**src/rtl/traffic_pkg.sv**
```systemverilog
// traffic_pkg: controller states, lamp encodings and per-road lamp decode.
package traffic_pkg;
   typedef enum logic [2:0] {
      NS_GREEN, NS_YELLOW, ALL_RED, EW_GREEN, EW_YELLOW, PED_WALK, FLASH_ON, FLASH_OFF
   } state_t;
   localparam logic [2:0] LAMP_RED = 3'b100;
   localparam logic [2:0] LAMP_YEL = 3'b010;
   localparam logic [2:0] LAMP_GRN = 3'b001;
   localparam logic [2:0] LAMP_OFF = 3'b000;
   function automatic logic [2:0] ns_lamp(state_t s);
      return s == NS_GREEN  ? LAMP_GRN :
             s == NS_YELLOW ? LAMP_YEL :
             s == FLASH_ON  ? LAMP_YEL :
             s == FLASH_OFF ? LAMP_OFF : LAMP_RED;
   endfunction
   function automatic logic [2:0] ew_lamp(state_t s);
      return s == EW_GREEN  ? LAMP_GRN :
             s == EW_YELLOW ? LAMP_YEL :
             s == FLASH_ON  ? LAMP_YEL :
             s == FLASH_OFF ? LAMP_OFF : LAMP_RED;
   endfunction
endpackage

```
**src/rtl/phase_timer.sv**
```systemverilog
// phase_timer: down counter reloaded by the owner; done while it reads zero.
module phase_timer #(
   parameter int CNT_W = 8
) (
   input  logic             clk,
   input  logic             load,
   input  logic [CNT_W-1:0] load_val,
   output logic             done
);
   logic [CNT_W-1:0] r_cnt;
   always_ff @(posedge clk) r_cnt <= load ? load_val : r_cnt - 1'b1;
   assign done = r_cnt == '0;
endmodule

```
**src/rtl/traffic_controller_param.sv**
```systemverilog
// traffic_controller_param: two-road signal controller with pedestrian walk
// phase and flashing-yellow maintenance mode; all outputs registered.
module traffic_controller_param
   import traffic_pkg::*;
#(
   parameter int GREEN_CYCLES  = 8,
   parameter int YELLOW_CYCLES = 3,
   parameter int ALLRED_CYCLES = 2,
   parameter int PED_CYCLES    = 6,
   parameter int FLASH_HALF    = 4,
   parameter int CNT_W         = 8
) (
   input  logic       clk,
   input  logic       reset,
   input  logic       ped_req,
   input  logic       flash_mode,
   output logic [2:0] NS,
   output logic [2:0] EW,
   output logic       walk,
   output logic       ped_pending
);
   localparam longint MAXD = longint'(1) << CNT_W;
   if (GREEN_CYCLES < 1 || longint'(GREEN_CYCLES) > MAXD ||
       YELLOW_CYCLES < 1 || longint'(YELLOW_CYCLES) > MAXD ||
       ALLRED_CYCLES < 1 || longint'(ALLRED_CYCLES) > MAXD ||
       PED_CYCLES < 1 || longint'(PED_CYCLES) > MAXD ||
       FLASH_HALF < 1 || longint'(FLASH_HALF) > MAXD) begin : g_bad_duration
      $error("traffic_controller_param: every duration must be in 1..2**CNT_W");
   end
   localparam logic [CNT_W-1:0] L_GRN = CNT_W'(GREEN_CYCLES - 1);
   localparam logic [CNT_W-1:0] L_YEL = CNT_W'(YELLOW_CYCLES - 1);
   localparam logic [CNT_W-1:0] L_RED = CNT_W'(ALLRED_CYCLES - 1);
   localparam logic [CNT_W-1:0] L_PED = CNT_W'(PED_CYCLES - 1);
   localparam logic [CNT_W-1:0] L_FLS = CNT_W'(FLASH_HALF - 1);
   state_t           r_state, w_nxt;
   logic             r_next_dir, r_ped, r_walk;
   logic [2:0]       r_ns, r_ew;
   logic             w_done;
   logic [CNT_W-1:0] w_ld_val;
   always_comb begin
      w_nxt = r_state;
      case (r_state)
         NS_GREEN:  w_nxt = NS_YELLOW;
         NS_YELLOW: w_nxt = ALL_RED;
         EW_GREEN:  w_nxt = EW_YELLOW;
         EW_YELLOW: w_nxt = ALL_RED;
         ALL_RED:   w_nxt = flash_mode ? FLASH_ON : r_ped ? PED_WALK : r_next_dir ? EW_GREEN : NS_GREEN;
         PED_WALK:  w_nxt = ALL_RED;
         FLASH_ON:  w_nxt = FLASH_OFF;
         FLASH_OFF: w_nxt = flash_mode ? FLASH_ON : ALL_RED;
      endcase
      if (!w_done) w_nxt = r_state;
   end
   // Reset reloads the timer directly so the first green lasts its full duration.
   assign w_ld_val = reset || w_nxt == NS_GREEN || w_nxt == EW_GREEN ? L_GRN :
                     w_nxt == NS_YELLOW || w_nxt == EW_YELLOW ? L_YEL :
                     w_nxt == ALL_RED ? L_RED :
                     w_nxt == PED_WALK ? L_PED : L_FLS;
   phase_timer #(.CNT_W(CNT_W)) u_timer (
      .clk      (clk),
      .load     (reset | w_done),
      .load_val (w_ld_val),
      .done     (w_done)
   );
   always_ff @(posedge clk) begin
      if (reset) begin
         r_state    <= NS_GREEN;
         r_next_dir <= 1'b1;
         r_ped      <= 1'b0;
         r_ns       <= LAMP_GRN;
         r_ew       <= LAMP_RED;
         r_walk     <= 1'b0;
      end else begin
         r_state    <= w_nxt;
         r_ns       <= ns_lamp(w_nxt);
         r_ew       <= ew_lamp(w_nxt);
         r_walk     <= w_nxt == PED_WALK;
         r_next_dir <= r_state == NS_YELLOW ? 1'b1 :
                       r_state == EW_YELLOW ? 1'b0 :
                       r_state == FLASH_OFF && w_nxt == ALL_RED ? 1'b0 : r_next_dir;
         r_ped      <= r_state != PED_WALK && w_nxt == PED_WALK ? 1'b0 :
                       ped_req && r_state != PED_WALK ? 1'b1 : r_ped;
      end
   end
   assign NS          = r_ns;
   assign EW          = r_ew;
   assign walk        = r_walk;
   assign ped_pending = r_ped;
endmodule

```
**config.mk**
```make
export PLATFORM = sky130hd
export DESIGN_NAME = traffic_controller_param
export DESIGN_NICKNAME = d
export VERILOG_FILES = /design/src/rtl/traffic_pkg.sv /design/src/rtl/phase_timer.sv /design/src/rtl/traffic_controller_param.sv
export SDC_FILE = /design/constraint.sdc
export NUM_CORES = 1
export LEC_CHECK = 0
export BUFFER_PORTS_ARGS = -buffer_cell sky130_fd_sc_hd__buf_2
export CORE_ASPECT_RATIO = 1.1
export CORE_MARGIN = 4
export CORE_UTILIZATION = 55
export CTS_BUF_LIST = sky130_fd_sc_hd__clkbuf_4 sky130_fd_sc_hd__clkbuf_8 sky130_fd_sc_hd__clkbuf_16
export DETAILED_ROUTE_END_ITERATION = 10
export MAX_ROUTING_LAYER = met4
export PLACE_DENSITY = 0.75
export SYNTH_ARGS = -nofsm -noshare
export SYNTH_HDL_FRONTEND = slang
export SYNTH_SLANG_ARGS = --single-unit
```
**constraint.sdc**
```tcl
create_clock -name clk -period 3.5 [get_ports clk]
set_input_delay 0 -clock clk [delete_from_list [all_inputs] [get_ports clk]]
set_output_delay 0 -clock clk [all_outputs]
set_load 0.005 [all_outputs]
```
; ---- Word-level counts from Yosys, hierarchy flattened
; Index checks and enable logic that the tools add are counted.
[word_totals]
ff_bits = 20
latchBits = 0
mem_bits_rw = 0
rom_bits = 0
input_bits = 4
out_inout_bits = 8
mem_count = 0
[op_classes]
add_sub_neg = 1
n_mul = 0
n_div = 0
n_lt_le_gt_ge = 0
n_eq_ne = 15
shifts = 0
muxes = 18
bitwise = 1
n_reduce_logical = 16
[op_table]
columns = cell, n
row1 = $mux W3, 12
row2 = $eq A3 B3 Y1 const B, 8
row3 = $pmux W3 S6, 1
row4 = $eq A3 B2 Y1 const B, 4
row5 = $logic_not A8 Y1, 1
row6 = $mux W8, 1
row7 = $reduce_or A2 Y1, 4
row8 = $sub A8 B1 Y8 const B, 1
row9 = $eq A3 B1 Y1 const B, 2
row10 = $logic_not A3 Y1, 2
row11 = $reduce_or A3 Y1, 2
row12 = $mux W2, 2
row13 = $logic_and A1 B1 Y1, 3
row14 = $logic_or A1 B1 Y1, 3
row15 = $ne A3 B3 Y1 const B, 1
row16 = $mux W1, 2
row17 = $reduce_bool A2 Y1, 1
row18 = $or A1 B1 Y1, 1

; ---- Longest topological paths before layout
[logic_depth]
ltp_word = 11
ltp_mapped = 9

; ---- Hierarchy
; From an unflattened synthesis, not the netlist that was laid out.
[unflattened]
hier_cells = 113
area_unflattened_um2 = 998.5
[modules_own_cells]
columns = mod, n_inst, cells_per_inst, area_per_inst_um2, seq_area_each_um2
row1 = traffic_controller_param, 1, 68, 608.1, 240.2
row2 = phase_timer, 1, 45, 390.4, 160.2

; ---- Least setup slack after synthesis
; OpenSTA, ideal clock, no wires.
[synth_path]
kind = register to register
start = reg u_timer.r_cnt[0]
end = reg r_ns[1], in the netlist NS[1]
setup_ps = 59
t_arrival_ps = 1948
setup_slack_ps = 1493
path_stages_with_launch = 9
path_buffers = 1
synth_period_minus_slack_ps = 2007
path_cell_list = dfxtp_1 inv_1 ha_1 nor3b_2 and2_1 buf_6 mux2_2 a2111oi_4 a31o_1
[synth_between]
elab_chain_cells = 5
word_cells_on_any_way = 8
cone_classes = eq/ne: 2 / mux: 3 / reduce/logical: 3
[synth_rtl]
columns = element, line_no
row1 = from (decl), phase_timer.sv:10  ; logic [CNT_W-1:0] r_cnt;
row2 = from (signal assigned), phase_timer.sv:11  ; always_ff @(posedge clk) r_cnt <= load ? load_val : r_cnt - 1'b1;
row3 = $logic_not A8 Y1 (*), phase_timer.sv:12  ; assign done = r_cnt == '0;
row4 = $mux W3 (*), traffic_controller_param.sv:52  ; if (!w_done) w_nxt = r_state;
row5 = $eq A3 B3 Y1, traffic_pkg.sv:13  ; s == FLASH_ON ? LAMP_YEL :
row6 = $mux W3, -
row7 = $mux W2, traffic_pkg.sv:12  ; s == NS_YELLOW ? LAMP_YEL :
row8 = to (signal assigned), traffic_controller_param.sv:75  ; r_ns <= ns_lamp(w_nxt);
row9 = to (decl), traffic_controller_param.sv:37  ; logic [2:0] r_ns, r_ew;
; Mark *: on every way between the ends. The rest lies on a longest branch, timed or not.
; A chain may end at the register's enable or synchronous reset.

; ---- Worst setup path after layout
; Ends and elaborated chain as after synthesis.

==> results.md <==
- Syn Inst Count: ~120
- LEAKAGE: 0.421 nW
- Core area: about 1800 sq um
- 1st-iter DRT viols: 12
- CTS tree: yes
- Switching share of power: 21.8%
- Pins Over Slew Limit: 0
- Clk_lat worst skew: 0.31 ns
- Unrepaired setup endpoints after global routing: no
- Slew @ Worst Pin: 0.537 ns
- Worst VDD drop: 0.313 mV
- Wire per inst: around 14 um
- Clk pwr share: 41.4%
- Antenna violations before repair: 0
- Status: finished clean
- # IOs: 12
- Net count after synthesis: 120
- Cts repair resizes: 0
- Layout cell share with drive strength beyond 1: 21.6%
- Post-CTS setup buffer count: 0
- Diodes inserted: 0
- Count of cell types in the netlist: 45
- H-tree levels: 1
- First-pass GRT wire length: 3580 um
- FILL cells: 154
- Worst hold path class: input pin to flip-flop
- Layout Utilization: a little under two thirds
- Final Setup Violations: 0
- P_int: 0.000362 W
- Avg Synthesized Cell Area: 9.01 sq um
- Kind of end point of the critical path: flip-flop
- Drt first pass iters: 4
- Worst EP required: roughly 3.8 ns
- Tmin final: 2.34 ns
- Die Ht: about 54 um
- Ys async rst share: 0%
- Commonest non-fill, non-tap cells in the layout: 20 x dfxtp_1, 11 x buf_2, 10 x a21oi_1, 10 x nand2_1, 9 x nor2_1
- Reg power frac: 51.5%
- GP Congestion: approximately 0.86
- Yosys top cell by area: dfxtp_1
- Number of synthesized flops with an enable pin: 0
- Switching pwr: 0.000101 W
- CP Max Fanout: 10
- Fin area: 1130 sq um
- Pwr Density: slightly above 400 nW/um^2
- Cell area after placement: 1080 sq um
- Number of remaining DRC errors: 0
- Post-synthesis sequential area ratio: 38.6%
- Hold buffers post-CTS: 0
- Fmax: ~430 MHz
- Routed wire length: 2000 um
- Vias per cell: 5.98
- #FFs+latches synth: 20
- Max-Cap Viols: 0
- Vias in the first global route: 800
- Critical path class: flip-flop to flip-flop
- Via Count: approximately 860
- Critical path arrival: about 2.6 ns
- Period utilisation layout: 66.9%
- Start point of the critical path: u_timer.r_cnt[0]
- Max-slew headroom: 64.2%
- Number of port buffers: 11
- Nature of the critical path startpoint: flip-flop
- Initial Util: 58.1%
- Maximum root-to-sink buffer count: 2
- Synthesized area: about 1000 sq um
- Synth-to-Final Area Change: 9.30%
- Die Footprint: 2640 sq um
- Primary FF master, synth: dfxtp_1
- Combinational power share: roughly 7.1%
- Inserted Clock Buffers: 3
- Setup TNS: 0 ns
- Largest net degree at the start of global routing: 21
- Std-Cell Rows: 16
- Clk slew on worst S/H paths: 0.12 ns
- Dpl hpwl: 1430 um
- Post-synth top area share: between 30% and 40%
- Most common cell after layout, fill and taps aside: dfxtp_1
- Global-route usage over all layers: 18.4%
- Antenna Violating Nets Remaining: 0
- Final Hold Vio Count: 0
- Clock tree sinks: 20
- Hold Crit Start: flash_mode
- Ranking of synthesized cells by area: dfxtp_1 39%, a21oi_1 4.8%, nand2_1 3.6%
- Nets@finish: 131
- Final Skew: 0.00450 ns
- Global route overflow: 0
- Horiz. Die Dim: a little under 50 um
- Worst R2R Start: u_timer.r_cnt[0]
- Synth warn: 0
- CTS root buf: clkbuf_4
## Yosys cell counts (2+ instances only)
library cell / n
a211oi_1: 2
a21oi_1: 10
a31o_1: 2
and2_1: 2
and3_1: 2
buf_6: 2
clkbuf_1: 3
dfxtp_1: 20
inv_1: 5
nand2_1: 10
nand2_2: 2
nand3_1: 3
nor2_1: 9
nor2b_1: 4
nor3_1: 5
o21ai_0: 2
o21ai_1: 2
xor2_1: 3
## sequential cells by signal, summed over array words and instances, names as in the netlist
signal	count
walk	1
EW	3
r_next_dir	1
ped_pending	1
NS	3
u_timer.r_cnt	8
r_state	3
## path summary, 6_finish.rpt
path	to	slack, ns	cells past startpoint
max	NS[1]	1.16	7
min	r_next_dir	0.03	3
max reg2reg	NS[1]	1.16	7
min reg2reg	u_timer.r_cnt[7]	0.51	2
## cell type report
class                           count  area [sq um]  share of cell area, %
Clock buffer                        3          22.5                   1.99
Clock inverter                      1          30.0                   2.65
Inverter                            5          18.8                   1.66
Multi-Input combinational cell     85           583                   51.5
Sequential cell                    20           400                   35.4
Tap cell                           18          22.5                   1.99
Timing Repair Buffer               11          55.1                   4.86
## worst max-delay path, cell delays in order (launching register included)
cell and delay, ns:
dfxtp_1 0.35, inv_1 0.08, ha_1 0.24, nor3b_2 0.30, and2_1 0.44, mux2_2 0.43, a2111oi_4 0.32, a31o_1 0.13
## metal layers
metal / up-vias / GRT usage [%] / share of wire (%)
li1: 434 / - / -
met1: 381 / 21.0 / 44
met2: 29 / 30.6 / 48
met3: 11 / 3.38 / 4.6
met4: 0 / 10.6 / 2.9
met5: - / - / 0
## cell families (layout without fill, tap and decap cells)
family          Yosys count  count (layout)  synth area share [%]
compound gates           31              31                  24.0
buf+inv                  10              20                  5.07
fa+ha+maj                 2               2                  2.17
simple gates             47              47                  25.5
flops                    20              20                  38.6
xor+xnor                  3               3                  2.54
mux                       2               2                  2.05
## per-stage QoR
step / std cells / total power [W] / hold slack [ns] / worst slack [ns]
floorplan: 115 / 0.000267 / 0.196 / 1.49
global placement: 139 / 0.000274 / 0.334 / 1.29
detailed placement: 139 / 0.000276 / 0.348 / 1.19
CTS: 143 / 0.000465 / 0.0233 / 1.17
global route: 143 / 0.000483 / 0.0540 / 0.985
finish: 143 / 0.000463 / 0.0271 / 1.16
## power by group through the flow
stage | Clock, W | Sequential, W | Combinational (W)
4_1_cts | 0.000194 | 0.000238 | 0.0000326
6_report | 0.000192 | 0.000238 | 0.0000328
5_1_grt | 0.000206 | 0.000239 | 0.0000373
3_3_place_gp | 0 | 0.000243 | 0.0000311
2_1_floorplan | 0 | 0.000242 | 0.0000252
3_5_place_dp | 0 | 0.000243 | 0.0000324
No activity file was read; power rests on OpenSTA's default activity.
